**src/rtl/otter_pkg.sv**
```systemverilog
// otter_pkg: shared RV32I opcode/immediate types and the canonical NOP.
package otter_pkg;
  typedef enum logic [6:0] {
    OPC_LUI    = 7'b0110111,
    OPC_AUIPC  = 7'b0010111,
    OPC_JAL    = 7'b1101111,
    OPC_JALR   = 7'b1100111,
    OPC_BRANCH = 7'b1100011,
    OPC_LOAD   = 7'b0000011,
    OPC_STORE  = 7'b0100011,
    OPC_OP_IMM = 7'b0010011,
    OPC_OP     = 7'b0110011
  } opcode_t;
  typedef enum logic [2:0] {IMM_NONE, IMM_I, IMM_S, IMM_B, IMM_U, IMM_J} imm_type_t;
  localparam logic [31:0] NOP = 32'h0000_0013;
  function automatic imm_type_t imm_type(input logic [6:0] op);
    return (op == OPC_OP_IMM || op == OPC_LOAD || op == OPC_JALR) ? IMM_I :
           op == OPC_STORE ? IMM_S :
           op == OPC_BRANCH ? IMM_B :
           (op == OPC_LUI || op == OPC_AUIPC) ? IMM_U :
           op == OPC_JAL ? IMM_J : IMM_NONE;
  endfunction
endpackage

```
**src/rtl/otter_imm_gen.sv**
```systemverilog
// otter_imm_gen: combinational RV32I immediate decode, sign-extended to XLEN.
module otter_imm_gen import otter_pkg::*; #(
  parameter int XLEN = 32
) (
  input  logic [31:0]     ir_i,
  output logic [XLEN-1:0] imm_o
);
  imm_type_t t;
  logic [31:0] imm;
  always_comb begin
    t = imm_type(ir_i[6:0]);
    imm = t == IMM_I ? {{20{ir_i[31]}}, ir_i[31:20]} :
          t == IMM_S ? {{20{ir_i[31]}}, ir_i[31:25], ir_i[11:7]} :
          t == IMM_B ? {{19{ir_i[31]}}, ir_i[31], ir_i[7], ir_i[30:25], ir_i[11:8], 1'b0} :
          t == IMM_U ? {ir_i[31:12], 12'b0} :
          t == IMM_J ? {{11{ir_i[31]}}, ir_i[31], ir_i[19:12], ir_i[20], ir_i[30:21], 1'b0} : 32'b0;
    imm_o = XLEN'($signed(imm));
  end
endmodule

```
**src/rtl/otter_decode_stage.sv**
```systemverilog
// otter_decode_stage: RV32I decode, load-use hazard detection and the ID/EX register.
module otter_decode_stage import otter_pkg::*; #(
  parameter int          XLEN   = 32,
  parameter logic [31:0] NOP_IR = NOP
) (
  input  logic            clock,
  input  logic            reset,
  input  logic            id_valid,
  input  logic [XLEN-1:0] id_pc,
  input  logic [31:0]     id_ir,
  output logic [4:0]      rf_read1,
  output logic [4:0]      rf_read2,
  input  logic [XLEN-1:0] rf_data1,
  input  logic [XLEN-1:0] rf_data2,
  input  logic            flush,
  output logic            stall_if,
  output logic            ex_valid,
  output logic [XLEN-1:0] ex_pc,
  output logic [XLEN-1:0] ex_rs1_val,
  output logic [XLEN-1:0] ex_rs2_val,
  output logic [XLEN-1:0] ex_imm,
  output logic [31:0]     ex_ir,
  output logic [4:0]      ex_rs1,
  output logic [4:0]      ex_rs2,
  output logic [4:0]      ex_rd,
  output logic            ex_regwrite,
  output logic            ex_memread,
  output logic            ex_memwrite
);
  typedef struct packed {
    logic            valid;
    logic [XLEN-1:0] pc;
    logic [XLEN-1:0] rs1_val;
    logic [XLEN-1:0] rs2_val;
    logic [XLEN-1:0] imm;
    logic [31:0]     ir;
    logic [4:0]      rs1;
    logic [4:0]      rs2;
    logic [4:0]      rd;
    logic            regwrite;
    logic            memread;
    logic            memwrite;
  } idex_t;
  localparam idex_t BUBBLE = idex_t'{ir: NOP_IR, default: '0};
  idex_t idex_d, idex_q;
  logic [6:0] op;
  logic [XLEN-1:0] imm;
  logic rs1_used, rs2_used, rd_wr, hz;
  otter_imm_gen #(.XLEN(XLEN)) u_imm_gen (.ir_i(id_ir), .imm_o(imm));
  assign rf_read1 = id_ir[19:15];
  assign rf_read2 = id_ir[24:20];
  // Bubbles (flush, hazard, empty IF/ID) all load the same cleared NOP slot.
  always_comb begin
    op = id_ir[6:0];
    rs1_used = !(op == OPC_LUI || op == OPC_AUIPC || op == OPC_JAL);
    rs2_used = op == OPC_OP || op == OPC_STORE || op == OPC_BRANCH;
    rd_wr = !(op == OPC_STORE || op == OPC_BRANCH) && id_ir[11:7] != 5'd0;
    hz = idex_q.valid && idex_q.memread && idex_q.rd != 5'd0 && id_valid &&
         ((rs1_used && id_ir[19:15] == idex_q.rd) || (rs2_used && id_ir[24:20] == idex_q.rd));
    stall_if = hz && !flush;
    idex_d = (flush || hz || !id_valid) ? BUBBLE : idex_t'{
      valid: 1'b1, pc: id_pc, rs1_val: rf_data1, rs2_val: rf_data2, imm: imm, ir: id_ir,
      rs1: id_ir[19:15], rs2: id_ir[24:20], rd: id_ir[11:7], regwrite: rd_wr,
      memread: op == OPC_LOAD, memwrite: op == OPC_STORE};
  end
  always_ff @(posedge clock or posedge reset)
    if (reset) idex_q <= BUBBLE;
    else idex_q <= idex_d;
  assign ex_valid    = idex_q.valid;
  assign ex_pc       = idex_q.pc;
  assign ex_rs1_val  = idex_q.rs1_val;
  assign ex_rs2_val  = idex_q.rs2_val;
  assign ex_imm      = idex_q.imm;
  assign ex_ir       = idex_q.ir;
  assign ex_rs1      = idex_q.rs1;
  assign ex_rs2      = idex_q.rs2;
  assign ex_rd       = idex_q.rd;
  assign ex_regwrite = idex_q.regwrite;
  assign ex_memread  = idex_q.memread;
  assign ex_memwrite = idex_q.memwrite;
endmodule

```
**config.mk**
```make
export PLATFORM = sky130hd
export DESIGN_NAME = otter_decode_stage
export DESIGN_NICKNAME = d
export VERILOG_FILES = /design/src/rtl/otter_pkg.sv /design/src/rtl/otter_imm_gen.sv /design/src/rtl/otter_decode_stage.sv
export SDC_FILE = /design/constraint.sdc
export NUM_CORES = 1
export LEC_CHECK = 0
export CORE_UTILIZATION = 40
export CTS_CLUSTER_DIAMETER = 120
export CTS_CLUSTER_SIZE = 16
export DETAILED_ROUTE_END_ITERATION = 8
export PLACE_DENSITY = 0.76
export SYNTH_ARGS = -nofsm -noshare
export SYNTH_HDL_FRONTEND = slang
export SYNTH_HIERARCHICAL = 1
export SYNTH_SLANG_ARGS = --single-unit
```
**constraint.sdc**
```tcl
create_clock -name clock -period 14.3 [get_ports clock]
set_clock_uncertainty 0.15 [all_clocks]
set_input_delay 2.86 -clock clock [delete_from_list [all_inputs] [get_ports clock]]
set_output_delay 2.86 -clock clock [all_outputs]
set_load 0.01 [all_outputs]
```
Yosys cells after proc, flatten, opt, wreduce, memory -nomap -nowiden --
Cells that the tools add are included. Widths: inputs -> output; s select.
Cells by class: eq/ne operators 16, mux-type cells 11, reductions and logical operators 24
Operator list (number):
- $mux 179 | 1
- $mux 32 | 5
- $eq 7x6->1 const B | 3
- $eq 7x7->1 const B | 3
- $mux 3 | 5
- $eq 7x5->1 const B | 2
- $eq 5x5->1 | 2
- $logic_or 1x1->1 | 10
- $reduce_bool 5->1 | 2
- $logic_and 1x1->1 | 8
- $eq 7x2->1 const B | 1
- $eq 3x2->1 const B | 2
- $eq 3x3->1 const B | 2
- $logic_not 1->1 | 4
- $eq 3x1->1 const B | 1
Word-level totals: flip-flop bits (word level) 179, input bits 132, output and inout bits 190

Depth between registers and ports, before layout --
depth after elaboration 13, gate-level depth with buffers 6, depth with buffers taken out 4

Hierarchy --
The synthesis kept the hierarchy.
By module, submodules not included:
- otter_decode_stage | instances 1, cells an instance 445, area each 6347.3 um2
- otter_imm_gen | instances 1, cells an instance 81, area each 661.9 um2

Worst setup path before layout --
OpenSTA, ideal clock, no wires.
path kind input -> output, start point input id_ir[3], end point output stall_if, arrival time 3.657 ns, required time 11.290 ns, slack 7.633 ns, stages on the path 4, buffers on the path 0, path through or3b_1 a21oi_1 nor3_1 o21a_1
Between the ends: cells in the longest elaborated chain, start to end 8
RTL lines:
- from (decl) | RTL line otter_decode_stage.sv:10 | input logic [31:0] id_ir,
- $eq 7x6->1 / $eq 7x5->1 (equally long branches) | RTL line otter_decode_stage.sv:55 | rs1_used = !(op == OPC_LUI || op == OPC_AUIPC || op == OPC_JAL);
- $logic_or 1x1->1 (2 in series) | RTL line otter_decode_stage.sv:55
- $logic_not 1->1 | RTL line otter_decode_stage.sv:55
- $logic_and 1x1->1 | RTL line otter_decode_stage.sv:59 | ((rs1_used && id_ir[19:15] == idex_q.rd) || (rs2_used && id_ir[24:20] == idex_q.rd));
- $logic_or 1x1->1 (*) | RTL line otter_decode_stage.sv:59
- $logic_and 1x1->1 (*) | RTL line otter_decode_stage.sv:58 | hz = idex_q.valid && idex_q.memread && idex_q.rd != 5'd0 && id_valid &&
- $logic_and 1x1->1 (*) | RTL line otter_decode_stage.sv:60 | stall_if = hz && !flush;
- to (decl) | RTL line otter_decode_stage.sv:16 | output logic stall_if,
Every way passes the cells marked *; elsewhere a longest branch is shown, timed or not.

Worst setup path in the final report --
start point input id_ir[4], end point output stall_if
Same word-level chain as after synthesis.

==> metrics.md <==
| Metric | Value |
|---|---|
| Hold Crit Class | register to register |
| Post-synth EDFFs | 0 |
| DRT antenna net count | 0 |
| Hold Slack | 1.22 ns |
| Core area | 17,200 um2 |
| Number of synthesized register bits | 164 |
| CP Cell Sequence | clkdlybuf4s50_1 -> or3b_1 -> a21oi_1 -> nor3_1 -> o21a_1 -> clkdlybuf4s50_1 |
| Area occupied by multi-input gates | 2290 um2 |
| Status | completed |
| Initial cell density of the core | 0.408 |
| Port bufs | 321 |
| Cell area after layout | 10,500 um2 |
| Number of buffers created by CTS | 17 |
| Die width | 134 um |
| Final hold vios | 0 |
| Initial antenna violation count | 0 |
| CTS tree | built |
| Peak VDD IR | 75.9 uV |
| Clock Pin Slew Worst Setup and Hold Paths | 0.06 ns |
| N_diodes | 0 |
| I/O pin cnt | 322 |
| Syn Nets | 658 |
| Cell count after synthesis | 526 |
| Hold Path Stages | 5 |
| Switch share | 0.249 |
| Crit path top cell by count | clkdlybuf4s50_1 |
| Post-synth top area cell | dfrtp_1 |
| Vias in the first global route | 5,520 |
| Seq pwr share | 0.458 |
| DP Area | 9960 um2 |
| Filler Cell Count | 1,373 |
| RSZ-0062 raised after global routing | false |
| First-pass GRT wire length | 30,800 um |
| Max FO, Critical Path | 16 |
| Post-CTS Hold Buffers | 0 |
| Setup crit end kind | output pin |
| Switching power | 0.263 mW |
| Yosys warns | 6 |
| Leakage | 4.18 nW |
| Sequential fraction of the synthesis area | 0.586 |
| Via Count | 5,604 |
| HPWL Detailed | 13,600 um |
| Final #Nets | 919 |
| Critical Path Max Stage Delay | 0.83 ns |
| Power Density | 100 nW/um2 |
| Htree depth | 4 |
| Reg2reg start | ex_ir[8] |
| Logic pwr share | 0.126 |
| Internal power | 0.794 mW |
| Die area | 18,100 um2 |
| Area grow syn2layout | 50.2% |
| Tot GR Track Use | 0.222 |
| FF-to-FF path depth | 5 |
| Post-CTS Setup Bufs | 0 |
| Final setup viols | 0 |
| Crit path kind | input pin to output pin |
| Syn Area/Cell | 13.3 um2 |
| Rows | 48 |
| Mapped Area | 7010 um2 |
| CP startpoint | id_ir[4] |
| Worst path slowest cell | clkdlybuf4s50_1 |
| Fin. max-slew vios | 0 |
| Overall power | 1.06 mW |
| # resized after CTS | 0 |
| Tightest Pin Transition | 1.04 ns |
| Min-Delay Startpoint | ex_memread |
| Clock buffer depth | 2 |
| Root buf cell | clkbuf_16 |
| WL final | 20,300 um |
| Peak Freq | 0.122 GHz |
| Initial DRT Pass Iterations | 4 |
| Yosys top cell area share | 0.575 |
| Synth top area cells | dfrtp_1 (57%), nor4b_1 (19%), buf_6 (3.5%), buf_4 (2.9%), o21ai_2 (1.4%) |
| CP required | 11.29 ns |
| Total Neg Setup Slack | 0 ns |
| Min Tclk post-route | 8.17 ns |
| WP data arrival | 5.16 ns |
| Layout cell share with drive strength beyond 1 | 0.0950 |
| Die Ht | 134 um |
| Ys flop type | dfrtp_1 |
| Largest net degree at the start of global routing | 92 |
| Crit path depth | 6 |
| Worst Setup Start Kind | input pin |
| Vias/cell | 5.47 |
| Detailed-route wire length per cell | 19.8 um |
| Clock latency on the worst-skew pair | 0.42 ns |
| Ys async rst share | 1.00 |
| Grt ovf | 0 |
| Routability cong. | 0.864 |
| Period utilization | 0.571 |
| Register Area | 4110 um2 |
| Clk pwr share | 0.416 |
| DRT iter0 DRCs | 351 |
| Worst path bufs/invs | 2 |
| Yosys cell types | 52 |
| Cell family with most CP delay | buffers and inverters |
| Worst slew margin | 0.305 |
| DRC viols | 0 |
| Max Cap Viol | 0 |
| CTS Sinks | 164 |
==> registers in the layout, indices dropped and copies added (netlist names) <==
register / cells
ex_pc: 32
ex_rs2_val: 32
ex_ir: 30
ex_rs1_val: 32
ex_memwrite: 1
ex_memread: 1
ex_rs2: 2
ex_imm: 32
ex_valid: 1
ex_regwrite: 1
==> power by group through the flow <==
stage | registers [mW] | logic [mW] | clock network (mW)
after floorplan | 0.500 | 0.0447 | 0
after global placement | 0.493 | 0.131 | 0
after detailed placement | 0.493 | 0.134 | 0
after CTS | 0.484 | 0.135 | 0.448
after global routing | 0.485 | 0.143 | 0.466
final | 0.484 | 0.133 | 0.439
==> cell type report <==
class | instances | area share
Tap cell | 225 | 0.0267
Inverter | 3 | 0.00155
Timing Repair Buffer | 327 | 0.310
Sequential cell | 164 | 0.390
Multi-Input combinational cell | 274 | 0.218
Clock inverter | 13 | 0.0109
Clock buffer | 19 | 0.0430
==> layout by cell type, fill, tap and decap left out, drive strengths merged, types with 4 or more instances in the layout <==
cell,n
nor3,8
or3,4
o21ai,12
and2,6
clkdlybuf4s50,321
dfrtp,161
nand3,16
clkbuf,19
nand4b,5
buf,6
a21o,7
inv,11
xnor2,10
or4,4
a22o,4
nor4b,155
nand2,6
==> metrics by stage <==
stage | worst slack (ns) | utilization | instances
2_1_floorplan | 6.86 | - | 526
3_3_place_gp | 6.23 | 0.580 | 993
3_5_place_dp | 6.16 | 0.580 | 993
4_1_cts | 6.15 | 0.613 | 1025
5_1_grt | 6.01 | 0.613 | 1025
6_report | 6.13 | 0.613 | 1025
==> worst register-to-register path, stage by stage, from the launching register on <==
cell	delay, ns
dfrtp_1	0.47
or4_4	0.58
o21ai_2	0.17
nor4_2	0.08
buf_4	0.39
nor4b_1	0.57
==> synth_stat cells, types with 2 or more instances <==
cell type,instances
nand3_1,16
nand3b_1,2
a21o_2,7
or3_1,2
nand2_1,6
nand2b_1,2
dfrtp_1,161
nand4b_1,4
o21a_1,3
xnor2_1,10
clkbuf_1,24
a22o_1,4
buf_2,10
and2_1,6
nor4_1,2
buf_6,22
dfstp_2,3
o21ai_2,11
nor3_1,8
nor4b_1,155
nor3b_1,3
or4_1,3
nor2_1,2
clkbuf_8,2
a21oi_1,2
inv_1,3
nor2b_1,2
buf_4,27
==> final timing paths <==
kind	endpoint	slack, ns
worst max-delay path	stall_if	6.13
worst min-delay path	ex_memread	1.22
worst max register to register	ex_rs2_val[23]	11.75
worst min register to register	ex_memread	1.22
max in group asynchronous	ex_ir[31]	9.66
min in group asynchronous	ex_pc[2]	2.80
==> kinds of logic (layout without fill, tap and decap cells) <==
logic type | Yosys count | in the layout | synth area share
AND/OR/NAND/NOR | 226 | 226 | 0.261
flip-flops | 164 | 164 | 0.586
buffers and inverters | 88 | 362 | 0.0898
AO/OA/AOI/OAI | 38 | 38 | 0.0507
XOR/XNOR | 10 | 10 | 0.0125
==> layer usage <==
| layer | vias to the layer above | wire (um) | GRT usage |
|---|---|---|---|
| li1 | 2473 | - | - |
| met1 | 2824 | 8070 | 0.275 |
| met2 | 258 | 9950 | 0.360 |
| met3 | 49 | 1570 | 0.0593 |
| met4 | 0 | 740 | 0.111 |
| met5 | - | 0 | 0 |
Power figures use the tool's default switching activity.
